--- src/rtl/ysyx22041405_wbu_if.sv ---
// Writeback-queue bus: EXU issue, LSU load return and register-file write port.
// master = producer/consumer side (EXU, LSU, RF); slave = the writeback unit.
interface ysyx22041405_wbu_if #(
  parameter int WIDTH = 32
);
  logic             in_valid;
  logic             in_ready;
  logic             in_wen;
  logic [4:0]       in_rd;
  logic             in_is_load;
  logic [2:0]       in_ldop;
  logic [WIDTH-1:0] in_data;
  logic             lsu_rvalid;
  logic [WIDTH-1:0] lsu_rdata;
  logic             rf_we;
  logic [4:0]       rf_waddr;
  logic [WIDTH-1:0] rf_wdata;

  modport master (
    output in_valid, in_wen, in_rd, in_is_load, in_ldop, in_data,
    output lsu_rvalid, lsu_rdata,
    input  in_ready, rf_we, rf_waddr, rf_wdata
  );

  modport slave (
    input  in_valid, in_wen, in_rd, in_is_load, in_ldop, in_data,
    input  lsu_rvalid, lsu_rdata,
    output in_ready, rf_we, rf_waddr, rf_wdata
  );
endinterface

--- src/rtl/ysyx22041405_wbu.sv ---
// In-order writeback queue with late load-data merge and IDU hazard query.
// Define YSYX22041405_WBU_BYPASS_EN to forward completed results instead of stalling.
module ysyx22041405_wbu #(
  parameter int WIDTH = 32,
  parameter int DEPTH = 4
) (
  input  logic               clk,
  input  logic               rst,
  ysyx22041405_wbu_if.slave  bus,
  input  logic [4:0]         qry_raddr1,
  input  logic [4:0]         qry_raddr2,
  output logic               qry_busy1,
  output logic               qry_busy2,
  output logic               qry_fwd1,
  output logic               qry_fwd2,
  output logic [WIDTH-1:0]   qry_data1,
  output logic [WIDTH-1:0]   qry_data2,
  output logic [63:0]        retire_cnt,
  output logic               lsu_err
);
  localparam int AW = $clog2(DEPTH);

  logic [DEPTH-1:0] e_v, e_wen, e_isld, e_dv;
  logic [4:0]       e_rd   [DEPTH];
  logic [2:0]       e_ldop [DEPTH];
  logic [1:0]       e_off  [DEPTH];
  logic [WIDTH-1:0] e_data [DEPTH];

  logic [AW-1:0] head, tail, lp;
  logic [AW:0]   count;
  logic          lp_found, full, push, pop;

  function automatic logic [WIDTH-1:0] ext(input logic [2:0] op, input logic [1:0] off,
                                           input logic [WIDTH-1:0] w);
    logic [7:0]  b;
    logic [15:0] h;
    b = w[{off, 3'b000} +: 8];
    h = w[{off[1], 4'b0000} +: 16];
    case (op)
      3'b000:  ext = {{(WIDTH-8){b[7]}}, b};
      3'b001:  ext = {{(WIDTH-16){h[15]}}, h};
      3'b100:  ext = {{(WIDTH-8){1'b0}}, b};
      3'b101:  ext = {{(WIDTH-16){1'b0}}, h};
      default: ext = w;
    endcase
  endfunction

  // Scan oldest to youngest so the last hit is the youngest producer.
  function automatic logic [WIDTH+1:0] query(input logic [4:0] ra);
    logic             hit;
    logic [AW-1:0]    idx;
`ifdef YSYX22041405_WBU_BYPASS_EN
    logic             hit_dv;
    logic [WIDTH-1:0] hit_data;
    hit_dv   = 1'b0;
    hit_data = '0;
`endif
    hit = 1'b0;
    for (int unsigned i = 0; i < DEPTH; i++) begin
      idx = head + i[AW-1:0];
      if (e_v[idx] && e_wen[idx] && (e_rd[idx] != 5'd0) && (e_rd[idx] == ra)) begin
        hit = 1'b1;
`ifdef YSYX22041405_WBU_BYPASS_EN
        hit_dv   = e_dv[idx];
        hit_data = e_data[idx];
`endif
      end
    end
`ifdef YSYX22041405_WBU_BYPASS_EN
    query = {hit && !hit_dv, hit && hit_dv, (hit && hit_dv) ? hit_data : '0};
`else
    query = {hit, 1'b0, {WIDTH{1'b0}}};
`endif
  endfunction

  assign full         = (count == (AW+1)'(DEPTH));
  assign bus.in_ready = !full;
  assign push         = bus.in_valid && !full;
  assign pop          = e_v[head] && e_dv[head];

  assign bus.rf_we    = pop && e_wen[head] && (e_rd[head] != 5'd0);
  assign bus.rf_waddr = e_rd[head];
  assign bus.rf_wdata = e_data[head];

  always_comb begin
    logic [AW-1:0] idx;
    idx      = '0;
    lp       = '0;
    lp_found = 1'b0;
    for (int unsigned i = 0; i < DEPTH; i++) begin
      idx = head + i[AW-1:0];
      if (!lp_found && e_v[idx] && e_isld[idx] && !e_dv[idx]) begin
        lp_found = 1'b1;
        lp       = idx;
      end
    end
  end

  always_comb begin
    {qry_busy1, qry_fwd1, qry_data1} = query(qry_raddr1);
    {qry_busy2, qry_fwd2, qry_data2} = query(qry_raddr2);
  end

  // Push targets tail, pop clears head and the load beat targets lp; these never
  // coincide because lp needs dv=0, head needs dv=1 and tail is free when pushing.
  always_ff @(posedge clk or negedge rst) begin
    if (!rst) begin
      e_v        <= '0;
      e_wen      <= '0;
      e_isld     <= '0;
      e_dv       <= '0;
      head       <= '0;
      tail       <= '0;
      count      <= '0;
      retire_cnt <= '0;
      lsu_err    <= 1'b0;
      for (int unsigned i = 0; i < DEPTH; i++) begin
        e_rd[i]   <= '0;
        e_ldop[i] <= '0;
        e_off[i]  <= '0;
        e_data[i] <= '0;
      end
    end else begin
      if (pop) begin
        e_v[head]  <= 1'b0;
        head       <= head + 1'b1;
        retire_cnt <= retire_cnt + 64'd1;
      end
      if (push) begin
        e_v[tail]    <= 1'b1;
        e_wen[tail]  <= bus.in_wen;
        e_rd[tail]   <= bus.in_rd;
        e_isld[tail] <= bus.in_is_load;
        e_dv[tail]   <= !bus.in_is_load;
        e_ldop[tail] <= bus.in_ldop;
        e_off[tail]  <= bus.in_data[1:0];
        e_data[tail] <= bus.in_is_load ? '0 : bus.in_data;
        tail         <= tail + 1'b1;
      end
      if (bus.lsu_rvalid) begin
        if (lp_found) begin
          e_dv[lp]   <= 1'b1;
          e_data[lp] <= ext(e_ldop[lp], e_off[lp], bus.lsu_rdata);
        end else begin
          lsu_err <= 1'b1;
        end
      end
      count <= count + {{AW{1'b0}}, push} - {{AW{1'b0}}, pop};
    end
  end
endmodule

--- src/flat_wrapper.sv ---
// flat-port wrapper written by rule: the top's interface ports become plain ports
module ysyx22041405_wbu_flat 
#(
  parameter int WIDTH = 32,
  parameter int DEPTH = 4
)
  (clk, rst, qry_raddr1, qry_raddr2, qry_busy1, qry_busy2, qry_fwd1, qry_fwd2, qry_data1, qry_data2, retire_cnt, lsu_err, bus_in_valid, bus_in_wen, bus_in_rd, bus_in_is_load, bus_in_ldop, bus_in_data, bus_lsu_rvalid, bus_lsu_rdata, bus_in_ready, bus_rf_we, bus_rf_waddr, bus_rf_wdata);
  ysyx22041405_wbu_if #(.WIDTH(WIDTH)) bus_i ();
  input  logic clk;
  input  logic rst;
  input  logic [4:0] qry_raddr1;
  input  logic [4:0] qry_raddr2;
  output logic qry_busy1;
  output logic qry_busy2;
  output logic qry_fwd1;
  output logic qry_fwd2;
  output logic [WIDTH-1:0] qry_data1;
  output logic [WIDTH-1:0] qry_data2;
  output logic [63:0] retire_cnt;
  output logic lsu_err;
  input wire logic [$bits(bus_i.in_valid)-1:0] bus_in_valid;
  input wire logic [$bits(bus_i.in_wen)-1:0] bus_in_wen;
  input wire logic [$bits(bus_i.in_rd)-1:0] bus_in_rd;
  input wire logic [$bits(bus_i.in_is_load)-1:0] bus_in_is_load;
  input wire logic [$bits(bus_i.in_ldop)-1:0] bus_in_ldop;
  input wire logic [$bits(bus_i.in_data)-1:0] bus_in_data;
  input wire logic [$bits(bus_i.lsu_rvalid)-1:0] bus_lsu_rvalid;
  input wire logic [$bits(bus_i.lsu_rdata)-1:0] bus_lsu_rdata;
  output wire logic [$bits(bus_i.in_ready)-1:0] bus_in_ready;
  output wire logic [$bits(bus_i.rf_we)-1:0] bus_rf_we;
  output wire logic [$bits(bus_i.rf_waddr)-1:0] bus_rf_waddr;
  output wire logic [$bits(bus_i.rf_wdata)-1:0] bus_rf_wdata;
  assign bus_i.in_valid = bus_in_valid;
  assign bus_i.in_wen = bus_in_wen;
  assign bus_i.in_rd = bus_in_rd;
  assign bus_i.in_is_load = bus_in_is_load;
  assign bus_i.in_ldop = bus_in_ldop;
  assign bus_i.in_data = bus_in_data;
  assign bus_i.lsu_rvalid = bus_lsu_rvalid;
  assign bus_i.lsu_rdata = bus_lsu_rdata;
  assign bus_in_ready = bus_i.in_ready;
  assign bus_rf_we = bus_i.rf_we;
  assign bus_rf_waddr = bus_i.rf_waddr;
  assign bus_rf_wdata = bus_i.rf_wdata;
  ysyx22041405_wbu #(.WIDTH(WIDTH), .DEPTH(DEPTH)) u_core (.clk(clk), .rst(rst), .bus(bus_i), .qry_raddr1(qry_raddr1), .qry_raddr2(qry_raddr2), .qry_busy1(qry_busy1), .qry_busy2(qry_busy2), .qry_fwd1(qry_fwd1), .qry_fwd2(qry_fwd2), .qry_data1(qry_data1), .qry_data2(qry_data2), .retire_cnt(retire_cnt), .lsu_err(lsu_err));
endmodule
--- config.mk ---
export PLATFORM = sky130hd
export DESIGN_NAME = ysyx22041405_wbu_flat
export DESIGN_NICKNAME = d
export VERILOG_FILES = /design/src/rtl/ysyx22041405_wbu_if.sv /design/src/rtl/ysyx22041405_wbu.sv /design/src/flat_wrapper.sv
export SDC_FILE = /design/constraint.sdc
export NUM_CORES = 1
export LEC_CHECK = 0
export ABC_AREA = 1
export CORE_MARGIN = 4
export CORE_UTILIZATION = 55
export CTS_CLUSTER_DIAMETER = 100
export DETAILED_ROUTE_END_ITERATION = 10
export GPL_ROUTABILITY_DRIVEN = 0
export PLACE_DENSITY = 0.88
export SLEW_MARGIN = 20
export SYNTH_ARGS = -nofsm -noshare
export SYNTH_HDL_FRONTEND = slang
export SYNTH_SLANG_ARGS = --single-unit
--- constraint.sdc ---
create_clock -name clk -period 7.9 [get_ports clk]
set_input_delay 1.185 -clock clk [delete_from_list [all_inputs] [get_ports clk]]
set_output_delay 1.185 -clock clk [all_outputs]
set_load 0.03 [all_outputs]
# After elaboration in Yosys (flattened, before gate mapping)
# Index checks and enable logic that the tools add are counted.
classes:
  bitwise_logic: 11
  magnitude_cmp: 17
  n_mux: 105
  n_shift: 2
  n_reduce_logical: 51
  add_sub_neg: 7
  n_eq_ne: 12
op_table:
  columns: ["cell", "count"]
  rows:
  - ["$mux W128", 3]
  - ["$bwmux W128", 2]
  - ["$mux W32", 7]
  - ["$demux W32 S2", 2]
  - ["$pmux W32 S4", 1]
  - ["$add A64 B1 Y64 const B", 1]
  - ["$bmux W32 S2", 1]
  - ["$mux W5", 9]
  - ["$bmux W5 S2", 4]
  - ["$eq A5 B5 Y1", 8]
  - ["$logic_and A1 B1 Y1", 36]
  - ["$bmux W1 S2", 16]
  - ["$shiftx A32 B6 Y16", 1]
  - ["$shiftx A32 B6 Y8", 1]
  - ["$mux W1", 31]
  - ["$bwmux W20", 1]
  - ["$mux W4", 5]
  - ["$reduce_bool A5 Y1", 4]
  - ["$ge A3 B3 Y1 const B", 6]
  - ["$lt A2 B3 Y1 const B", 6]
  - ["$not A2 Y3", 6]
  - ["$mux W2", 7]
  - ["$bwmux W12", 1]
  - ["$bwmux W4", 3]
  - ["23 further kinds", 43]
word_totals:
  out_inout_bits: 172
  register_bits: 256
  input_bits: 88

# Depth between registers and ports, before layout
# Gate-level depths: netlist of run 1.
depth:
  ltp_word: 31
  depth_mapped: 27
  mapped_depth_nobuf: 22

# Worst setup path before layout of run 1
# OpenSTA, ideal clock, no wires.
synth_timing:
  path_kind: "reg-to-output"
  start: "register u_core.head[0]"
  end: "output qry_busy2"
  arrival_time_ns: 3.386
  stages_incl_launch_ff: 15
  setup_slack_ns: 3.329
  path_buffers: 6
  path_cell_list: "dfrtp_1 > inv_2 > buf_2 > clkbuf_1 > clkbuf_1 > clkbuf_1 > ha_1 > buf_2 > inv_1 > clkbuf_1 > o21ai_0 > xor2_1 > nor3_1 > nand4_1 > nand4_1"
synth_between:
  elab_chain_len: 11
synth_rtl:
  columns: ["item", "line_no", "rtl"]
  rows:
  - ["start, declared", "ysyx22041405_wbu.sv:29", "logic [AW-1:0] head, tail, lp;"]
  - ["start signal, assigned", "ysyx22041405_wbu.sv:126", "head <= head + 1'b1;"]
  - ["$add A2 B1 Y2 or $not A2 Y3 (tied branches)", "ysyx22041405_wbu.sv:60, ysyx22041405_wbu.sv:61", null]
  - ["$not A2 Y3 (not written as such) or $bmux W5 S2 (tied branches)", "ysyx22041405_wbu.sv:61", "if (e_v[idx] && e_wen[idx] && (e_rd[idx] != 5'd0) && (e_rd[idx] == ra)) begin"]
  - ["$bmux W5 S2 or $mux W5 (tied branches)", "ysyx22041405_wbu.sv:61", null]
  - ["$mux W5 (not written as such)", "ysyx22041405_wbu.sv:61", null]
  - ["$mux W5 (not written as such) or $reduce_bool A5 Y1 (tied branches)", "ysyx22041405_wbu.sv:61", null]
  - ["$reduce_bool A5 Y1 or $logic_and A1 B1 Y1 (tied branches)", "ysyx22041405_wbu.sv:61", null]
  - ["$logic_and A1 B1 Y1", "ysyx22041405_wbu.sv:61", null]
  - ["$logic_and A1 B1 Y1 or $mux W1 (tied branches)", "ysyx22041405_wbu.sv:61", null]
  - ["$mux W1 (2 in series)", "ysyx22041405_wbu.sv:61", null]
  - ["$mux W1 *", "ysyx22041405_wbu.sv:61", null]
  - ["end, declared", "flat_wrapper.sv:14", "output logic qry_busy2;"]
# Every way passes the cells marked *; elsewhere a longest branch is shown, timed or not. The select of a mux whose other input is x is not followed.

# Final worst setup path of run 1
layout_timing:
  start: "register u_core.head[1]"
  end: "register u_core.e_data[62] in the netlist's numbering"
layout_between:
  elab_chain_len: 31
layout_rtl:
  columns: ["item", "line_no", "rtl"]
  rows:
  - ["$bmux W1 S2", "ysyx22041405_wbu.sv:92", "if (!lp_found && e_v[idx] && e_isld[idx] && !e_dv[idx]) begin"]
  - ["$mux W1 (not written as such)", "ysyx22041405_wbu.sv:92", null]
  - ["$logic_and A1 B1 Y1 or $logic_not A1 Y1 (tied branches)", "ysyx22041405_wbu.sv:92", null]
  - ["$logic_and A1 B1 Y1", "ysyx22041405_wbu.sv:92", null]
  - ["$mux W1", "ysyx22041405_wbu.sv:92", null]
  - ["$logic_not A1 Y1", "ysyx22041405_wbu.sv:92", null]
  - ["$logic_and A1 B1 Y1 (3 in series)", "ysyx22041405_wbu.sv:92", null]
  - ["$mux W1", "ysyx22041405_wbu.sv:92", null]
  - ["[12 not listed]", null, null]
  - ["$mux W2 (not written as such) or $mux W3 (tied branches) (2 in series)", "ysyx22041405_wbu.sv:143", "e_data[lp] <= ext(e_ldop[lp], e_off[lp], bus.lsu_rdata);"]
  - ["$shiftx A32 B6 Y16, or another cell as far along", "ysyx22041405_wbu.sv:38", "h = w[{off[1], 4'b0000} +: 16];"]
  - ["$pmux W32 S4", "ysyx22041405_wbu.sv:39", "case (op)"]
  - ["$mux W32", "ysyx22041405_wbu.sv:141", "if (lp_found) begin"]
  - ["$mux W32", "ysyx22041405_wbu.sv:140", "if (bus.lsu_rvalid) begin"]
  - ["$bwmux W128", "ysyx22041405_wbu.sv:143", null]
  - ["$mux W128 *", "ysyx22041405_wbu.sv:141", null]
  - ["$mux W128 *", "ysyx22041405_wbu.sv:140", null]
  - ["end signal, assigned by index", "ysyx22041405_wbu.sv:137", "e_data[tail] <= bus.in_is_load ? '0 : bus.in_data;"]
  - ["end signal, assigned by index", "ysyx22041405_wbu.sv:143", null]
  - ["end, declared", "ysyx22041405_wbu.sv:27", "logic [WIDTH-1:0] e_data [DEPTH];"]
# Marked as above.
# A chain may end at the register's enable or synchronous reset.

==> results of run 1 <==
[synth_stat cells (9+ instances only)]
master / count
sky130_fd_sc_hd__nor3_1: 46
sky130_fd_sc_hd__clkbuf_1: 87
sky130_fd_sc_hd__nand2_1: 665
sky130_fd_sc_hd__nor2_2: 11
sky130_fd_sc_hd__nand3_1: 94
sky130_fd_sc_hd__nor2_1: 136
sky130_fd_sc_hd__o211ai_1: 75
sky130_fd_sc_hd__xor2_1: 80
sky130_fd_sc_hd__a21oi_1: 49
sky130_fd_sc_hd__o211ai_2: 12
sky130_fd_sc_hd__inv_1: 159
sky130_fd_sc_hd__o22ai_1: 32
sky130_fd_sc_hd__xnor2_1: 25
sky130_fd_sc_hd__a31oi_1: 9
sky130_fd_sc_hd__nand2_2: 12
sky130_fd_sc_hd__nand4_1: 29
sky130_fd_sc_hd__buf_2: 11
sky130_fd_sc_hd__dfrtp_1: 256
sky130_fd_sc_hd__o21ai_0: 239
sky130_fd_sc_hd__ha_1: 11
sky130_fd_sc_hd__nor4_1: 14
sky130_fd_sc_hd__buf_4: 70
[routing by layer]
| layer | global-route usage (%) | routed length (um) | vias to the layer above |
|---|---|---|---|
| li1 | - | - | 7310 |
| met1 | 37.79 | 17910 | 7442 |
| met2 | 49.38 | 22870 | 1127 |
| met3 | 5.715 | 5879 | 231 |
| met4 | 14.81 | 2312 | 2 |
| met5 | 0 | 17 | - |
[flip-flops by register name, indices dropped and copies added (netlist names), 3 cells and up]
| register | flops |
|---|---|
| u_core.e_v | 4 |
| u_core.e_isld | 4 |
| u_core.e_wen | 4 |
| u_core.count | 3 |
| u_core.retire_cnt | 64 |
| u_core.e_ldop | 12 |
| u_core.e_rd | 20 |
| u_core.e_dv | 4 |
| u_core.e_data | 128 |
| u_core.e_off | 8 |
[final cells by class]
class | count | area, um2
fillers | 2306 | 9799
inverters | 169 | 635.6
clock buffers | 40 | 837.1
well taps | 384 | 480.5
repair buffers | 214 | 2102
flip-flops and latches | 256 | 6407
multi-input cells | 1653 | 8245
clock inverters | 12 | 195.2
[cell families after synthesis]
logic type	count (synthesis)
simple gates	1041
compound gates	429
buf+inv	348
flops	256
xor+xnor	105
fa+ha+maj	12
other cells	1
[worst min path at each step]
stage / end / cells past startpoint / start
global route: u_core.retire_cnt[63] / 1 / u_core.retire_cnt[63]
detailed placement: u_core.e_v[0] / 2 / u_core.e_v[0]
floorplan: u_core.e_v[0] / 2 / u_core.e_v[0]
finish: u_core.retire_cnt[63] / 1 / u_core.retire_cnt[63]
global placement: u_core.e_v[1] / 2 / u_core.e_v[1]
CTS: u_core.retire_cnt[63] / 1 / u_core.retire_cnt[63]
[placed cells by master (no fill, tap or decap), types with 5 or more instances in the layout]
master                            Yosys  final
sky130_fd_sc_hd__xnor2_1             25     25
sky130_fd_sc_hd__clkbuf_16            0     29
sky130_fd_sc_hd__nand3_1             94     94
sky130_fd_sc_hd__buf_4               70     19
sky130_fd_sc_hd__a31oi_1              9      9
sky130_fd_sc_hd__clkdlybuf4s50_1      0    192
sky130_fd_sc_hd__xor2_1              80     80
sky130_fd_sc_hd__inv_2                6      6
sky130_fd_sc_hd__or2_2                6      6
sky130_fd_sc_hd__dfrtp_1            256    255
sky130_fd_sc_hd__nor2_1             136    136
sky130_fd_sc_hd__and3_1               6      6
sky130_fd_sc_hd__nor2_2              11     11
sky130_fd_sc_hd__nand4_1             29     29
sky130_fd_sc_hd__clkbuf_8             0      7
sky130_fd_sc_hd__o21ai_1              5      5
sky130_fd_sc_hd__ha_1                11     11
sky130_fd_sc_hd__nand3_2              6      6
sky130_fd_sc_hd__o211ai_2            12     12
sky130_fd_sc_hd__conb_1               1     66
sky130_fd_sc_hd__clkinv_2             1      5
sky130_fd_sc_hd__nand2_2             12     12
sky130_fd_sc_hd__o22ai_1             32     32
sky130_fd_sc_hd__bufinv_16            0      5
sky130_fd_sc_hd__inv_1              159    159
sky130_fd_sc_hd__nand2_1            665    665
sky130_fd_sc_hd__nor4_1              14     14
sky130_fd_sc_hd__a21oi_1             49     49
sky130_fd_sc_hd__o211ai_1            75     75
sky130_fd_sc_hd__o21ai_0            239    239
sky130_fd_sc_hd__nor3_1              46     46
[power by group through the flow]
stage	Combinational (mW)	Clock, mW	Sequential [mW]
final	6.19	1.45	2.15
after global routing	6.78	1.52	2.20
after CTS	6.07	1.45	2.13
after detailed placement	6.03	0	2.15
after global placement	5.81	0	2.12
after floorplan	4.47	0	2.10
[critical path, cell delays in order, from the launching register on]
cell and delay, ns:
sky130_fd_sc_hd__dfrtp_1 0.33, sky130_fd_sc_hd__buf_4 0.55, sky130_fd_sc_hd__inv_1 0.14, sky130_fd_sc_hd__ha_1 0.62, sky130_fd_sc_hd__inv_1 0.34, sky130_fd_sc_hd__nand3_1 0.17
sky130_fd_sc_hd__nand2_1 0.10, sky130_fd_sc_hd__nand3_2 0.12, sky130_fd_sc_hd__nand4_1 0.15, sky130_fd_sc_hd__nand2_1 0.32, sky130_fd_sc_hd__nand2_2 0.27, sky130_fd_sc_hd__nand2_1 0.12
sky130_fd_sc_hd__nand2_1 0.05, sky130_fd_sc_hd__nand2_1 0.07, sky130_fd_sc_hd__nand2_2 0.21, sky130_fd_sc_hd__inv_2 0.56, sky130_fd_sc_hd__nand2_1 0.10, sky130_fd_sc_hd__nor2_1 0.14
sky130_fd_sc_hd__nand3_2 0.61, sky130_fd_sc_hd__nand3_1 0.40, sky130_fd_sc_hd__nand2_1 0.09, sky130_fd_sc_hd__o21ai_0 0.12
==> flow_results.org, run 1 <==
** Setup path
- The worst setup path is launched from a register.
- Of all nets on the critical path, the largest fanout is 55.
- Setup slack on the worst reg-to-reg path comes out at 2.20 ns.
- R2r endpoint :: u_core.e_data[62]
- The startpoint identified for the worst register-to-register timing path is u_core.head[1].
- The number of cells on the worst reg-to-reg path is 21.
- Category of the most critical setup path :: register to register
- Data on the critical path is required at its endpoint by 8.35 ns.
- At the worst endpoint, the arrival time is 6.15 ns.
- The most critical setup path has its startpoint at u_core.head[1].
- Endpoint of the most critical setup path :: u_core.e_data[62]
- Type of destination of the critical path :: register

** Floorplan
- Number of ports placed on the die boundary :: 260
- The floorplan step set the die width to 178.7 um.
- In this run the vertical extent of the chip is 178.7 um.
- Once the floorplan was initialized, standard cells occupied 55.82% of the core.
- After floorplanning, the core was sized to cover 28,700 um2.
- Full die area :: 31,920 um2
- Placement Rows :: 62

** Logic synthesis
- The portion of synthesized area spent on multiplexers is 0%.
- Of all flip-flops after synthesis, the portion carrying an async set or reset was 100.0%.
- Summing the areas of all fa, ha and maj instances in the mapped netlist gives 0.9840% of the synthesized area.
- Gate count of the mapped netlist :: 2,192
- Combinational family with the most area after synthesis :: simple AND/OR/NAND/NOR gates
- Sequential cells were found to cover 39.98% of the synthesized design area.
- Compound-Gate Fraction of Synth Area :: 15.59%
- Synthesized area per cell :: 7.309 um2
- Summing every instance area after synthesis gives 16,020 um2.
- Simple-gate share of the synthesized area :: 27.61%
- Unique cell type count in the Yosys netlist :: 48
- sky130_fd_sc_hd__dfrtp_1 takes more of the synthesized area than any other cell.
- The synthesized design contains 256 register bits.
- For this run, the leading register cell type out of synthesis is sky130_fd_sc_hd__dfrtp_1.
- After synthesis, the largest area contributor takes up 39.98% of total cell area.
- The Yosys step of the flow raised 0 warnings.
- Number of synthesized flops with an enable pin :: 0
- By area the synthesized netlist is led by sky130_fd_sc_hd__dfrtp_1 (40%), sky130_fd_sc_hd__nand2_1 (16%), sky130_fd_sc_hd__o21ai_0 (7.5%), sky130_fd_sc_hd__xor2_1 (4.4%), sky130_fd_sc_hd__inv_1 (3.7%).
- After Yosys synthesis, XOR and XNOR cells account for 5.740% of the synthesized area.

** Clocking
- Hold repair after CTS inserted 0 buffers.
- Insertion delay to the later sink of the worst-skew pair :: 0.55 ns
- Number of buffers on the longest clock path :: 3
- Clock slew at reported path FFs :: 0.06 ns
- Setup Buffers After CTS :: 0
- Quantity of gates resized following cts :: 0
- Cell at the root of the clock tree :: sky130_fd_sc_hd__clkbuf_16
- Clock tree sinks :: 256
- Clock buffer count from CTS :: 28
- TritonCTS built the clock tree.
- H-tree levels :: 1

** Global route
- Maximum number of pins on one net before global-route repair :: 107
- The number of antenna violations at the first check in global routing came to 1.
- Global-route wire length before repair :: 77,450 um
- Global-route usage over all layers :: 29.91%
- GRT overflow :: 0
- The number of global-route vias before repair was 15,666.

** STA
- Setup TNS :: 0 ns
- Unrepaired setup endpoints after global routing :: false
- Fin. Hold Viols :: 0
- Setup violations remaining at the end of the flow were counted as 0.
- Relative max-transition margin :: 19.77%
- Clock period minus final worst setup slack :: 5.703 ns
- Once routing completed, OpenROAD measured the worst setup slack at 2.197 ns.
- Final max-slew violation count :: 0
- On the final layout, the worst clock skew is 0.01807 ns.
- At the pin with the least slew margin, the transition time is 1.202 ns.
- After layout, the worst path uses 72.19% of the clock period.
- Derived from the worst setup path, the maximum achievable clock frequency is 175.3 MHz.
- Hold is met by 0.4718 ns.

** Pwr
- Summed over all cells, the static leakage comes to 8.481 nW.
- Switching component of the power :: 5.128 mW
- Combinational logic burns 63.2% of the power.
- Switching share of power :: 52.35%
- For this design the ratio of total power to cell area is 518.2 nW/um2.
- The share of total power dissipated in the clock network is 14.8%.
- Sequential cells account for 22.0% of the total power.
- The internal power of the cells totals 4.668 mW.
- VDD sags by at most 357.3 uV.
- Total design power :: 9.796 mW

** Final layout
- Of the cells placed in the final design, the portion with a size suffix greater than 1 is 5.717%.
- 0 antenna diodes ended up in the layout.
- The finished cells cover 18,900 um2.
- End-of-flow core utilization :: 65.86%
- Net total in the final layout :: 2,422
- Excluding fillers, the count of instances in the completed layout stands at 2,728.
- Compared with the post-synthesis result, the final layout area differs by 17.98%.

** Routing
- Total iterations of the first detailed-routing run :: 7
- Post-DR wirelength/cell :: 17.96 um
- For this run, design rule violations remaining after detail routing come to 0.
- Total Routed Length :: 48,990 um
- In the routed layout, each cell is associated on average with a via count of 5.906.
- Via count :: 16,112
- Antenna violation net count after detailed routing :: 0
- Starting DRT DRC Count :: 1,941

** Placement
- DP Wirelength :: 32,300 um
- In this run the cell area measured after placement is 17,860 um2.
- Setup WS pre-CTS :: 2.402 ns
- Buffers placed on the I/O ports in this run total 193.
- Counting tap cells, the placed design contains a total of 2,676 instances.

** Run
- Across the run, the number of max-cap violations was 0.

** Worst hold path
- The min-delay analysis places its worst path in the category register to register.

** Outcome
- The run finished with clean final reports.
No activity file was read; power rests on OpenSTA's default activity.
==> inputs of run 2 (changes only) <==
Settings changed: CORE_UTILIZATION 55 to 50, PLACE_DENSITY 0.88 to 0.84.
Clock period 7.9 ns to 4.87 ns, I/O delays scaled along.
==> run 2 against run 1 <==
  * Sequential cell count is the same
  * Die area rose by 9.5%
  * Sequential share of layout area about the same
  * Combinational power up 63%
  * Largest cell class unchanged
==> flow_results.org, run 2 (synthesized netlist as in run 1, its figures left out) <==
** Final layout
- Ranked by flip-flop count, first place goes to u_core.e_data.
- The fraction of final layout cells sized beyond drive strength 1 is 6.128% (+0.41 points).
- Count of filler cells inserted in the layout :: 2,724 (+18%)
- The final cell count without fillers is 2,752 (+0.88%).
- The area taken by flip-flops and latches was 6407 um2 (unchanged).
- Number of diodes added for antenna fixing :: 0 (unchanged)
- In the final layout, the registers with the most flip-flops are u_core.e_data x128, u_core.retire_cnt x64, u_core.e_rd x20.
- In the layout the commonest cells are sky130_fd_sc_hd__nand2_1 (665), sky130_fd_sc_hd__dfrtp_1 (255), sky130_fd_sc_hd__o21ai_0 (239).
- End-of-flow core utilization :: 59.92% (-5.9 points)
- Leaving out fill and tap cells, the most frequent cell in the layout is sky130_fd_sc_hd__nand2_1.
- The area growth from synthesis to layout was 18.02% (about the same).
- Net total in the final layout :: 2,427 (+0.21%)
- The multi-input combinational cell area was 8262 um2 (+0.20%).
- Largest register FFs :: 128 (unchanged)

** STA
- Ratio of final minimum period to clock period :: 90.30% (+18 points)
- Final count of negative-setup-slack endpoints :: 0 (unchanged)
- Setup TNS :: 0 ns (unchanged)
- Clock period minus final worst setup slack :: 4.398 ns (-1.306 ns)
- Final max-slew violation count :: 0 (unchanged)
- Unrepaired setup endpoints after global routing :: false
- Fin. Hold Viols :: 0 (unchanged)
- Setup ws final :: 0.4724 ns (-1.724 ns)
- Worst Max-Slew Pin Slew :: 1.181 ns (-0.02159 ns)
- The maximum clock skew at final layout came to 0.02114 ns (+0.003074 ns).
- Peak Freq :: 227.4 MHz (+30%)
- Relative max-transition margin :: 20.81% (+1.0 points)

** Setup path
- Traced cell by cell, the critical path runs through inv_2, ha_1, buf_4, inv_1, nand3_1, nand2_1, nand3_2, nand4_1, nand2_1, nand2_2, inv_1, nor3_4, clkinv_1, o21ai_0, a21oi_1, a21oi_1.
- The peak fanout along the critical path came to 29 (-47%).
- The stage delay of the slowest cell on the critical path came to 0.94 ns (+0.32 ns).
- Category of the most critical setup path :: register to register
- Type of element launching the critical path :: register
- Type of destination of the critical path :: register
- Worst path arrival time :: 4.88 ns (-1.27 ns)
- The data required time of the critical path is 5.36 ns (-2.99 ns).
- The slowest stage of the critical path is the sky130_fd_sc_hd__clkinv_1 cell.

** Clocking
- The CTS H-tree depth came to 1 (unchanged).
- The clock buffer count from CTS came to 29 (+3.6%).
- Clock tree sinks :: 256 (unchanged)
- TritonCTS clock tree :: done
- Number of buffers on the longest clock path :: 3 (unchanged)
- The clock-pin slew reported for the worst setup and hold paths after clock tree synthesis came to 0.06 ns (about the same).
- The number of buffers inserted to repair setup after CTS came to 0 (unchanged).
- Clock tree synthesis selected as its root buffer the cell sky130_fd_sc_hd__clkbuf_16.
- Insertion delay to the later sink of the worst-skew pair :: 0.56 ns (about the same)

** Floorplan
- Chip height :: 187.0 um (+4.7%)
- The core footprint was 31,560 um2 (+9.9%).
- Full die area :: 34,970 um2 (+9.5%)
- Starting utilization of the core area :: 50.77% (-5.0 points)
- Placement Rows :: 65 (+4.8%)
- Die W :: 187.0 um (+4.7%)
- The number of placed I/O pins is 260 (unchanged).

** Pwr
- The worst vdd rail ir drop is 678.4 uV (+90%).
- Power per cell area :: 837.2 nW/um2 (+62%)
- Static power due to leakage :: 8.490 nW (+0.10%)

** Global route
- Via count of the first global-routing pass :: 15,370 (-1.9%)
- The maximum number of pins on one net before global-route repair was 129 (+21%).
- Global-route wire length before repair :: 78,000 um (+0.71%)
- Number of antenna violations at the first check in global routing :: 0 (-1)
- Global-route usage over all layers :: 26.64% (-3.3 points)
- GRT overflow :: 0 (unchanged)

** Routing
- Via count normalized by instance count :: 5.805 (-1.7%)
- The wire length reported by the detailed router is 48,680 um (-0.63%).
- Post-DR wirelength/cell :: 17.69 um (-1.5%)
- Antenna violation net count after detailed routing :: 0 (unchanged)
- The number of optimization iterations in the first detailed-route pass was 5 (-2).
- The count of unresolved DRC violations after routing was 0 (unchanged).
- Starting DRT DRC Count :: 1,972 (+1.6%)
- The vias after detailed routing came to 15,975 (-0.85%).

** Placement
- The cell count after placement came to 2,698 (+0.82%).
- DP Wirelength :: 32,870 um (+1.8%)
- The pre-CTS setup slack came to 0.2925 ns (-2.110 ns).
- Port Buffers :: 193 (unchanged)

** Worst hold path
- Worst min-delay path category :: input port to async pin

** Run
- The count of maximum capacitance violations is 0 (unchanged).

** Outcome
- The flow ran to the end, and the final reports show no timing, DRC or antenna violations.
==> run 2: cell count changes in the layout (fill, tap and decap cells not counted), sizes merged <==
cell and delta:
clkinv +9, buf +6, bufinv -3, clkdlybuf4s50 -3, clkbuf -1, clkinvlp -1, inv -1
==> run 2: timing repair <==
action / CTS / global route
setup endpoints to repair: 0 / 99
resized for setup: 0 / 5
hold buffers: 0 / 0
==> run 2: cell type report <==
cell class                      instances  share of cell area [%]
Clock buffer                           38                   4.334
Clock inverter                         16                  0.7478
Inverter                              169                   3.362
Multi-Input combinational cell       1653                   43.69
Sequential cell                       256                   33.89
Tap cell                              402                   2.660
Timing Repair Buffer                  218                   11.32
==> run 2: layer usage <==
metal	global-route usage, %	part of all wire (%)	vias to the layer above
met5	0	0	-
met4	10.86	4.0	0
met3	4.386	10	162
met2	44.17	47	1056
met1	35.01	39	7413
li1	-	-	7344
==> run 2: final timing paths <==
kind / from / endpoint / slack [ns] / cells past startpoint
worst min-delay path: rst / u_core.e_rd[8] / 0.27 / 1
max in group asynchronous: rst / u_core.retire_cnt[39] / 3.44 / 2
worst min register to register: u_core.retire_cnt[63] / u_core.retire_cnt[63] / 0.48 / 1
worst max-delay path: u_core.head[0] / u_core.e_data[44] / 0.47 / 16
worst max register to register: u_core.head[0] / u_core.e_data[44] / 0.47 / 16
min in group clk: u_core.retire_cnt[63] / u_core.retire_cnt[63] / 0.48 / 1
==> run 2: critical path, delay by kind of cell, from the launching register on <==
family	cells	cell delay (ns)
flip-flops	1	0.41
buffers and inverters	5	1.71
AND/OR/NAND/NOR	7	1.34
AO/OA/AOI/OAI	3	0.63
adder cells (fa/ha/maj)	1	0.24
==> run 2: metrics by stage <==
stage | hold slack (ns) | power [mW] | area, um2
floorplan | 0.4349 | 10.65 | 16270
global placement | 0.4565 | 13.03 | 17920
detailed placement | 0.4671 | 13.34 | 17920
CTS | 0.3405 | 15.61 | 18880
global route | 0.3722 | 17.02 | 18910
finish | 0.2731 | 15.83 | 18910
==> run 2: power breakdown <==
part / total (mW) / internal (mW) / switching (mW)
clock network: 2.19 / 1.29 / 0.902
registers: 3.50 / 2.99 / 0.509
logic: 10.1 / 3.16 / 6.98
total: 15.8 / 7.44 / 8.39
==> inputs of run 3 (changes only) <==
Settings changed: CAP_MARGIN from default to 20.
==> results of run 3 <==
Same layout as run 2: the final DEF is identical, and so are final timing and power.
